**src/rtl/calc_pkg.sv**
```systemverilog
// Shared calculator types: display number format and BCD to 7-segment decode.
package calc_pkg;

    parameter int NumDigits = 8;
    parameter int ExpW      = $clog2(NumDigits);

    // exponent counts fractional digits; significand digit 0 is least significant
    typedef struct packed {
        logic                          sign;
        logic                          error;
        logic [ExpW-1:0]               exponent;
        logic [NumDigits-1:0][3:0]     significand;
    } num_t;

    // Segment order 6=a (top) .. 0=g (middle); codes 10-15 fall through to '9'
    function automatic logic [6:0] bcd2segments(input logic [3:0] bcd);
        logic [6:0] seg;
        case (bcd)
            4'd0:    seg = 7'b1111110;
            4'd1:    seg = 7'b0110000;
            4'd2:    seg = 7'b1101101;
            4'd3:    seg = 7'b1111001;
            4'd4:    seg = 7'b0110011;
            4'd5:    seg = 7'b1011011;
            4'd6:    seg = 7'b1011111;
            4'd7:    seg = 7'b1110000;
            4'd8:    seg = 7'b1111111;
            default: seg = 7'b1111011;
        endcase
        return seg;
    endfunction

endpackage

```
**src/rtl/calc_display_scan_if.sv**
```systemverilog
// Display scanner bus: value/blank in from the calculator core, scan drive out to the LEDs.
interface calc_display_scan_if #(
    parameter int NumDigits = calc_pkg::NumDigits
);
    calc_pkg::num_t         num_i;
    logic                   blank_i;
    logic [NumDigits-1:0]   digit_sel_o;
    logic [6:0]             segments_o;
    logic                   dp_o;
    logic                   minus_o;
    logic                   error_o;
    logic                   frame_o;

    modport master (
        output num_i, blank_i,
        input  digit_sel_o, segments_o, dp_o, minus_o, error_o, frame_o
    );

    modport slave (
        input  num_i, blank_i,
        output digit_sel_o, segments_o, dp_o, minus_o, error_o, frame_o
    );
endinterface

```
**src/rtl/calc_display_scan.sv**
```systemverilog
// Multiplexed 7-segment scanner: latches the number once per frame and drives one
// digit at a time with leading-zero blanking, decimal point and annunciators.
module calc_display_scan #(
    parameter int NumDigits = calc_pkg::NumDigits,
    parameter int ScanDiv   = 1000
) (
    input  logic              clk_i,
    input  logic              rst_ni,
    calc_display_scan_if.slave bus
);

    localparam int         CntW = (ScanDiv > 1) ? $clog2(ScanDiv) : 1;
    localparam int         IdxW = (NumDigits > 1) ? $clog2(NumDigits) : 1;
    localparam logic [6:0] SegE = 7'b1001111;

    logic [CntW-1:0]      cnt_q, cnt_d;
    logic [IdxW-1:0]      idx_q, idx_d;
    calc_pkg::num_t       shd_q, shd_d;
    logic                 frame_start;
    logic [IdxW-1:0]      top;

    logic [NumDigits-1:0] sel_q, sel_d;
    logic [6:0]           seg_q, seg_d;
    logic                 dp_q, dp_d;
    logic                 minus_q, minus_d;
    logic                 err_q, err_d;
    logic                 frame_q, frame_d;

    always_comb begin
        cnt_d = (cnt_q == CntW'(ScanDiv - 1)) ? '0 : cnt_q + 1'b1;
        idx_d = idx_q;
        if (cnt_q == CntW'(ScanDiv - 1)) begin
            idx_d = (idx_q == IdxW'(NumDigits - 1)) ? '0 : idx_q + 1'b1;
        end
        frame_start = (cnt_q == '0) && (idx_q == '0);
        shd_d       = frame_start ? bus.num_i : shd_q;
    end

    // Highest digit worth showing: top nonzero digit, but never below the decimal point
    always_comb begin
        top = IdxW'(shd_q.exponent);
        for (int i = 0; i < NumDigits; i++) begin
            if (shd_q.significand[i] != 4'd0 && IdxW'(i) > top) top = IdxW'(i);
        end
    end

    always_comb begin
        sel_d   = '0;
        seg_d   = '0;
        dp_d    = 1'b0;
        minus_d = 1'b0;
        err_d   = 1'b0;
        // Digit 0 is first shown with the old shadow; the frame marker waits for the fresh one
        frame_d = (cnt_q == CntW'(1)) && (idx_q == '0);
        if (!bus.blank_i) begin
            sel_d[idx_q] = 1'b1;
            if (shd_q.error) begin
                err_d = 1'b1;
                if (idx_q == '0) seg_d = SegE;
            end else begin
                minus_d = shd_q.sign && (shd_q.significand != '0);
                if (idx_q <= top) seg_d = calc_pkg::bcd2segments(shd_q.significand[idx_q]);
                dp_d = (shd_q.exponent != '0) && (IdxW'(shd_q.exponent) == idx_q);
            end
        end
    end

    always_ff @(posedge clk_i or negedge rst_ni) begin
        if (!rst_ni) begin
            cnt_q   <= '0;
            idx_q   <= '0;
            shd_q   <= '0;
            sel_q   <= '0;
            seg_q   <= '0;
            dp_q    <= 1'b0;
            minus_q <= 1'b0;
            err_q   <= 1'b0;
            frame_q <= 1'b0;
        end else begin
            cnt_q   <= cnt_d;
            idx_q   <= idx_d;
            shd_q   <= shd_d;
            sel_q   <= sel_d;
            seg_q   <= seg_d;
            dp_q    <= dp_d;
            minus_q <= minus_d;
            err_q   <= err_d;
            frame_q <= frame_d;
        end
    end

    assign bus.digit_sel_o = sel_q;
    assign bus.segments_o  = seg_q;
    assign bus.dp_o        = dp_q;
    assign bus.minus_o     = minus_q;
    assign bus.error_o     = err_q;
    assign bus.frame_o     = frame_q;

endmodule

```
**src/flat_wrapper.sv**
```systemverilog
// flat-port wrapper written by rule: the top's interface ports become plain ports
module calc_display_scan_flat 
#(
    parameter int NumDigits = calc_pkg::NumDigits,
    parameter int ScanDiv   = 1000
)
  (clk_i, rst_ni, bus_num_i, bus_blank_i, bus_digit_sel_o, bus_segments_o, bus_dp_o, bus_minus_o, bus_error_o, bus_frame_o);
  calc_display_scan_if #(.NumDigits(NumDigits)) bus_i ();
  input  logic clk_i;
  input  logic rst_ni;
  input wire logic [$bits(bus_i.num_i)-1:0] bus_num_i;
  input wire logic [$bits(bus_i.blank_i)-1:0] bus_blank_i;
  output wire logic [$bits(bus_i.digit_sel_o)-1:0] bus_digit_sel_o;
  output wire logic [$bits(bus_i.segments_o)-1:0] bus_segments_o;
  output wire logic [$bits(bus_i.dp_o)-1:0] bus_dp_o;
  output wire logic [$bits(bus_i.minus_o)-1:0] bus_minus_o;
  output wire logic [$bits(bus_i.error_o)-1:0] bus_error_o;
  output wire logic [$bits(bus_i.frame_o)-1:0] bus_frame_o;
  assign bus_i.num_i = bus_num_i;
  assign bus_i.blank_i = bus_blank_i;
  assign bus_digit_sel_o = bus_i.digit_sel_o;
  assign bus_segments_o = bus_i.segments_o;
  assign bus_dp_o = bus_i.dp_o;
  assign bus_minus_o = bus_i.minus_o;
  assign bus_error_o = bus_i.error_o;
  assign bus_frame_o = bus_i.frame_o;
  calc_display_scan #(.NumDigits(NumDigits), .ScanDiv(ScanDiv)) u_core (.clk_i(clk_i), .rst_ni(rst_ni), .bus(bus_i));
endmodule
```
**config.mk**
```make
export PLATFORM = sky130hd
export DESIGN_NAME = calc_display_scan_flat
export DESIGN_NICKNAME = d
export VERILOG_FILES = /design/src/rtl/calc_pkg.sv /design/src/rtl/calc_display_scan_if.sv /design/src/rtl/calc_display_scan.sv /design/src/flat_wrapper.sv
export SDC_FILE = /design/constraint.sdc
export NUM_CORES = 1
export LEC_CHECK = 0
export CORE_UTILIZATION = 40
export DETAILED_ROUTE_END_ITERATION = 16
export GPL_TIMING_DRIVEN = 0
export SLEW_MARGIN = 20
export SYNTH_ARGS = -nofsm -noshare
export SYNTH_HDL_FRONTEND = slang
export SYNTH_SLANG_ARGS = --single-unit
export TNS_END_PERCENT = 20
```
**constraint.sdc**
```tcl
create_clock -name clk_i -period 2.6 [get_ports clk_i]
set_input_delay 0.52 -clock clk_i [delete_from_list [all_inputs] [get_ports clk_i]]
set_output_delay 0.52 -clock clk_i [all_outputs]
set_load 0.01 [all_outputs]
```
* Word level (Yosys, flattened, before mapping)
Memories as Yosys holds them, arrays and structs flattened. Index checks and enable logic that the tools add are counted.
Operators by class: add/subtract/negate cells 2, $lt $le $gt $ge 11, equal/unequal tests 4, multiplexer cells 25, reduce and logical (&&, ||, !) cells 25
Operators by type and width (count):
- $reduce_bool A32 Y1 | 1
- $reduce_bool A4 Y1 | 8
- $mux W7 | 4
- $mux W3 | 9
- $logic_and A1 B1 Y1 | 13
- $bmux W4 S3 | 1
- $gt A3 B3 Y1 const A | 4
- $add A10 B1 Y10 const B | 1
- $eq A10 B1 Y1 const B | 1
- $eq A10 B10 Y1 const B | 1
- $logic_not A10 Y1 | 1
- $mux W10 | 1
- $mux W8 | 1
- $mux W1 | 7
- $gt A1 B3 Y1 const A | 2
- $gt A2 B3 Y1 const A | 2
- $lt A3 B4 Y1 const B | 1
- $mux W4 | 1
- $add A3 B1 Y3 const B | 1
- $demux W1 S3 | 1
- $eq A3 B3 Y1 | 1
- $eq A3 B3 Y1 const B | 1
- $ge A3 B1 Y1 const B | 1
- $le A3 B3 Y1 | 1
- 2 further kinds | 2
Word-level totals: register bits 69, ROM bits 112, bits of input ports 40, output and inout bits 19, word-level logic and storage cells 87, memories kept 1
Memory list:
- (no name shown) | words 16, width 7, read ports 1, clocked after memory_dff 0, wr ports 0, RTL line calc_pkg.sv:18 | case (bcd)

* Depth between registers and ports, before layout
word-level depth 28, mapped depth 11, gate-level depth less buffers 11

* Worst setup path before layout
Ideal clock, no wire load.
path type reg2reg, start register u_core.shd_q[19] in the netlist's numbering, end register u_core.seg_q[0], in the netlist u_core.bus.segments_o[0], setup time 0.082 ns, arrival time 2.310 ns, required time 2.518 ns, setup slack 0.208 ns, stages on the path, launching flop included 11, path buffers 0, clock period less this slack 2.392 ns, cell sequence dfrtp_1 > or4_1 > nor2_1 > o22ai_1 > and2_1 > ha_1 > nor2b_1 > o21a_1 > o21ai_0 > o211ai_1 > a31oi_1
Between the ends: longest elaborated chain between the ends 16, elaborated cells on any way between the ends 19, classes of those cells order compare: 4; mux: 9; reduce/logical: 5; memory: 1
Ends and longest elaborated chain:
- from (decl) | RTL line calc_display_scan.sv:18 | calc_pkg::num_t shd_q, shd_d;
- from (signal assigned) | RTL line calc_display_scan.sv:72 | shd_q <= '0;
- from (signal assigned) | RTL line calc_display_scan.sv:82 | shd_q <= shd_d;
- $reduce_bool A4 Y1 | RTL line calc_display_scan.sv:43 | if (shd_q.significand[i] != 4'd0 && IdxW'(i) > top) top = IdxW'(i);
- $logic_and A1 B1 Y1 | RTL line calc_display_scan.sv:43
- $mux W3 | RTL line calc_display_scan.sv:43
- $gt A3 B3 Y1 | RTL line calc_display_scan.sv:43
- $logic_and A1 B1 Y1 | RTL line calc_display_scan.sv:43
- $mux W3 | RTL line calc_display_scan.sv:43
- $gt A3 B3 Y1 | RTL line calc_display_scan.sv:43
- $logic_and A1 B1 Y1 | RTL line calc_display_scan.sv:43
- $mux W3 | RTL line calc_display_scan.sv:43
- $gt A3 B3 Y1 | RTL line calc_display_scan.sv:43
- $logic_and A1 B1 Y1 | RTL line calc_display_scan.sv:43
- $mux W3 | RTL line calc_display_scan.sv:43
- $le A3 B3 Y1 | RTL line calc_display_scan.sv:62 | if (idx_q <= top) seg_d = calc_pkg::bcd2segments(shd_q.significand[idx_q]);
- $mux W7 * | RTL line calc_display_scan.sv:62
- $mux W7 * | RTL line calc_display_scan.sv:57 | if (shd_q.error) begin
- $mux W7 * | RTL line calc_display_scan.sv:55 | if (!bus.blank_i) begin
- named net u_core.seg_d[0] | RTL line calc_display_scan.sv:23 | logic [6:0] seg_q, seg_d;
- to (signal assigned) | RTL line calc_display_scan.sv:84 | seg_q <= seg_d;
- to (decl) | RTL line calc_display_scan.sv:23
The timed path passes the listed nets; every way through them passes the cells marked *. The select of a mux whose other input is x is not followed. A chain may end at the register's enable or synchronous reset.

* Final worst setup path
start register u_core.shd_q[21] in the netlist's numbering, end register u_core.seg_q[0], in the netlist u_core.bus.segments_o[0]
Between the ends: longest elaborated chain between the ends 13, elaborated cells on any way between the ends 16, classes of those cells order compare: 3; mux: 8; reduce/logical: 4; memory: 1
Ends and longest elaborated chain (RTL line):
- $reduce_bool A4 Y1 | calc_display_scan.sv:43
- $logic_and A1 B1 Y1 | calc_display_scan.sv:43
- $mux W3 | calc_display_scan.sv:43
- $gt A3 B3 Y1 | calc_display_scan.sv:43
- $logic_and A1 B1 Y1 | calc_display_scan.sv:43
- $mux W3 | calc_display_scan.sv:43
- $gt A3 B3 Y1 | calc_display_scan.sv:43
- $logic_and A1 B1 Y1 | calc_display_scan.sv:43
- $mux W3 | calc_display_scan.sv:43
- $le A3 B3 Y1 | calc_display_scan.sv:62
- $mux W7 * | calc_display_scan.sv:62
- $mux W7 * | calc_display_scan.sv:57
- $mux W7 * | calc_display_scan.sv:55
- named net u_core.seg_d[0] | calc_display_scan.sv:23
Marks and branches as above.

==> qor.txt <==
status: finished, final reports clean
total grt overflow: 0
Die Span X: 94.9 um
WL per Instance: 16.7 um
CP cell instances: or4_4 -> nor2_4 -> o22ai_1 -> and2_1 -> ha_1 -> nor2b_1 -> o21a_1 -> o21ai_2 -> o211ai_1 -> buf_4 -> a31oi_1
WL final: 7480 um
final hold vios: 0
syn nets: 319
slowest stage delay, CP: 0.56 ns
# diodes: 0
Pins Over Slew Limit: 0
syn_area_per_cell: 13.0 um^2
Worst-Margin Slew: 0.464 ns
drc violations: 0
number of placement rows: 33
CP Class: register to register
setup repair after global routing missed its margin: yes
Final ANT Viol Nets: 0
CTS clk-pin slew, worst paths: 0.07 ns
worst-path maximum fanout: 5
H-tree Lvls: 3
count leader, synth: dfrtp_1
Root Driver: clkbuf_8
I/O pins: 59
Synth Area in Adders: 0.0507
fin crit share: 0.975
vias per cell: 5.24
GRT Util Overall: 0.185
Layout Utilization: 0.538
DRT Pass-1 Iters: 4
P per Cell Area: 504 nW/um^2
Synth Flop Type: dfrtp_1
detailed placement HPWL: 5440 um
clk_skew: 0.00836 ns
leading area contributor after synthesis: dfrtp_1
Post-synth ARST share: 1.00
main combinational cell family by area after synthesis: multiplexers
Post-Synth XOR/XNOR Area: 0.0178
Post-synth EDFFs: 0
Synth warnings: 0
CTS buffer count: 9
Seq/Total Area, Yosys: 0.500
Synth Area in Compound Gates: 0.0634
layout cells sized above 1: 0.259
vias in the first global route: 2250
Initial Util: 0.416
top cells by count, synth: dfrtp_1 (69), mux2_4 (30), ha_1 (14), nor2_1 (14), nand2_1 (13)
Worst R2R Start: u_core.shd_q[21]
crit-path leading delay family: simple AND/OR/NAND/NOR gates
Max clock buf depth: 2
mapped cell area: 3450 um^2
DR vias: 2355
clock latency on the worst-skew pair: 0.34 ns
reg2reg path depth: 11
synthesis-stage register bit count: 69
Area Growth Syn to Fin: 29.3%
cells after synthesis: 265
worst vdd ir: 0.000305 V
Rel. slew slack: 0.691
Die Y: 94.9 um
Die Area: 9010 um^2
CTS tree: built
min cycle time layout: 2.54 ns
post-synth cell types: 46
initial DRC count: 96
GP Congestion: 0.765
critical path endpoint category: register
critical path required time: 2.87 ns
post-synthesis mux area share: 0.218
core area: 8300 um^2
initial antenna violation count: 0
Synth top area share: 0.500
RR Endpoint: u_core.bus.segments_o[0]
fin nets: 395
max frequency: 394 MHz
CP arrival: 2.80 ns
Max Cap Viol: 0
Simple-Gate Fraction of Synth Area: 0.119
LEAKAGE: 2.00 nW
Hold Crit Class: input pin to asynchronous set/reset pin
slowest stage cell on the critical path: or4_4
hold_ws: 0.0866 ns
R2R setup slack: 0.06 ns
number of port buffers: 58
endpoints failing setup: 0
first-pass GRT wire length: 12000 um
Setup crit start kind: register
largest net degree at the start of global routing: 43
Worst Path Buf+Inv: 1
clk sinks: 69
Synth area leaders: dfrtp_1 (50%), mux2_4 (13%), ha_1 (5.1%), mux4_2 (3.9%), mux2_2 (3.3%)
==> layer usage <==
layer  global-route usage  wire length [um]  up-vias  part of all wire
met4               0.0720               105        0             0.014
met1                0.243              3390     1160              0.45
met3               0.0539               379       11             0.051
li1                     -                 -     1118                 -
met2                0.288              3600       66              0.48
met5                    0                 0        -                 0
==> cell families after synthesis <==
kind of cell,count (synthesis)
XOR/XNOR,7
adder cells (fa/ha/maj),14
buffers and inverters,18
flip-flops,69
AND/OR/NAND/NOR,71
AO/OA/AOI/OAI,36
multiplexers,50
==> registers in the layout (all words and copies together), names as in the netlist <==
signal / flops
u_core.shd_q: 37
u_core.cnt_q: 10
u_core.bus.digit_sel_o: 8
u_core.bus.segments_o: 7
u_core.idx_q: 3
u_core.bus.dp_o: 1
u_core.bus.error_o: 1
u_core.bus.frame_o: 1
u_core.bus.minus_o: 1
==> stage by stage <==
stage | setup TNS (ns) | setup slack, ns | cells | power [mW] | instance area [um^2]
6_report | 0 | 0.0646 | 449 | 2.25 | 4460
3_5_place_dp | -0.777 | -0.162 | 429 | 1.37 | 4180
3_3_place_gp | -87.50 | -1.26 | 428 | 1.36 | 4170
4_1_cts | 0 | 0.00131 | 446 | 2.27 | 4420
5_1_grt | -0.139 | -0.0483 | 449 | 2.35 | 4460
2_1_floorplan | 0 | 0.208 | 265 | 1.24 | 3450
==> cells in the final DEF, fill, tap and decap left out, drive strengths merged, types with 3 or more instances in the layout <==
cell	netlist	routed
a21oi	9	9
a31oi	4	4
and2	3	3
buf	8	16
clkbuf	2	15
clkdlybuf4s50	0	57
dfrtp	69	69
ha	14	14
inv	8	8
mux2	41	41
mux2i	3	3
mux4	6	6
nand2	13	13
nand2b	3	3
nand3	4	4
nand4	4	4
nor2	14	14
nor2b	7	7
nor3	5	5
nor4	9	9
o21ai	11	11
xor2	5	5
==> report_power, final <==
part	switching (mW)	internal, mW	leakage [nW]
Combinational	0.0751	0.134	1.05
Clock	0.382	0.512	0.102
Sequential	0.0350	1.11	0.848
==> worst max path at each step <==
stage | from | to | slack [ns] | cells past startpoint
6_report | u_core.shd_q[21] | u_core.bus.segments_o[0] | 0.06 | 11
5_1_grt | u_core.shd_q[21] | u_core.bus.segments_o[1] | -0.05 | 11
4_1_cts | u_core.shd_q[11] | u_core.bus.segments_o[2] | 0.001 | 10
3_5_place_dp | u_core.shd_q[15] | u_core.bus.segments_o[3] | -0.16 | 11
3_3_place_gp | rst_ni | u_core.bus.segments_o[3] | -1.26 | 1
2_1_floorplan | u_core.shd_q[19] | u_core.bus.segments_o[0] | 0.21 | 10
==> final cells by class <==
| type | count | area, um^2 |
|---|---|---|
| Inverter | 8 | 30.0 |
| Clock inverter | 1 | 30.0 |
| Multi-Input combinational cell | 178 | 1660 |
| Buffer | 10 | 77.6 |
| Fill cell | 757 | 3830 |
| Timing Repair Buffer | 65 | 643 |
| Clock buffer | 13 | 169 |
| Sequential cell | 69 | 1730 |
| Tap cell | 105 | 131 |
==> what timing repair did <==
item	4_1_cts	5_1_grt
hold buffers	0	0
setup endpoints to repair	6	6
buffers inserted	3	3
endpoints found under the hold margin	0	0
pin swaps	2	3
resized for setup	4	6
Note: power is estimated with default switching activity, not from simulation.
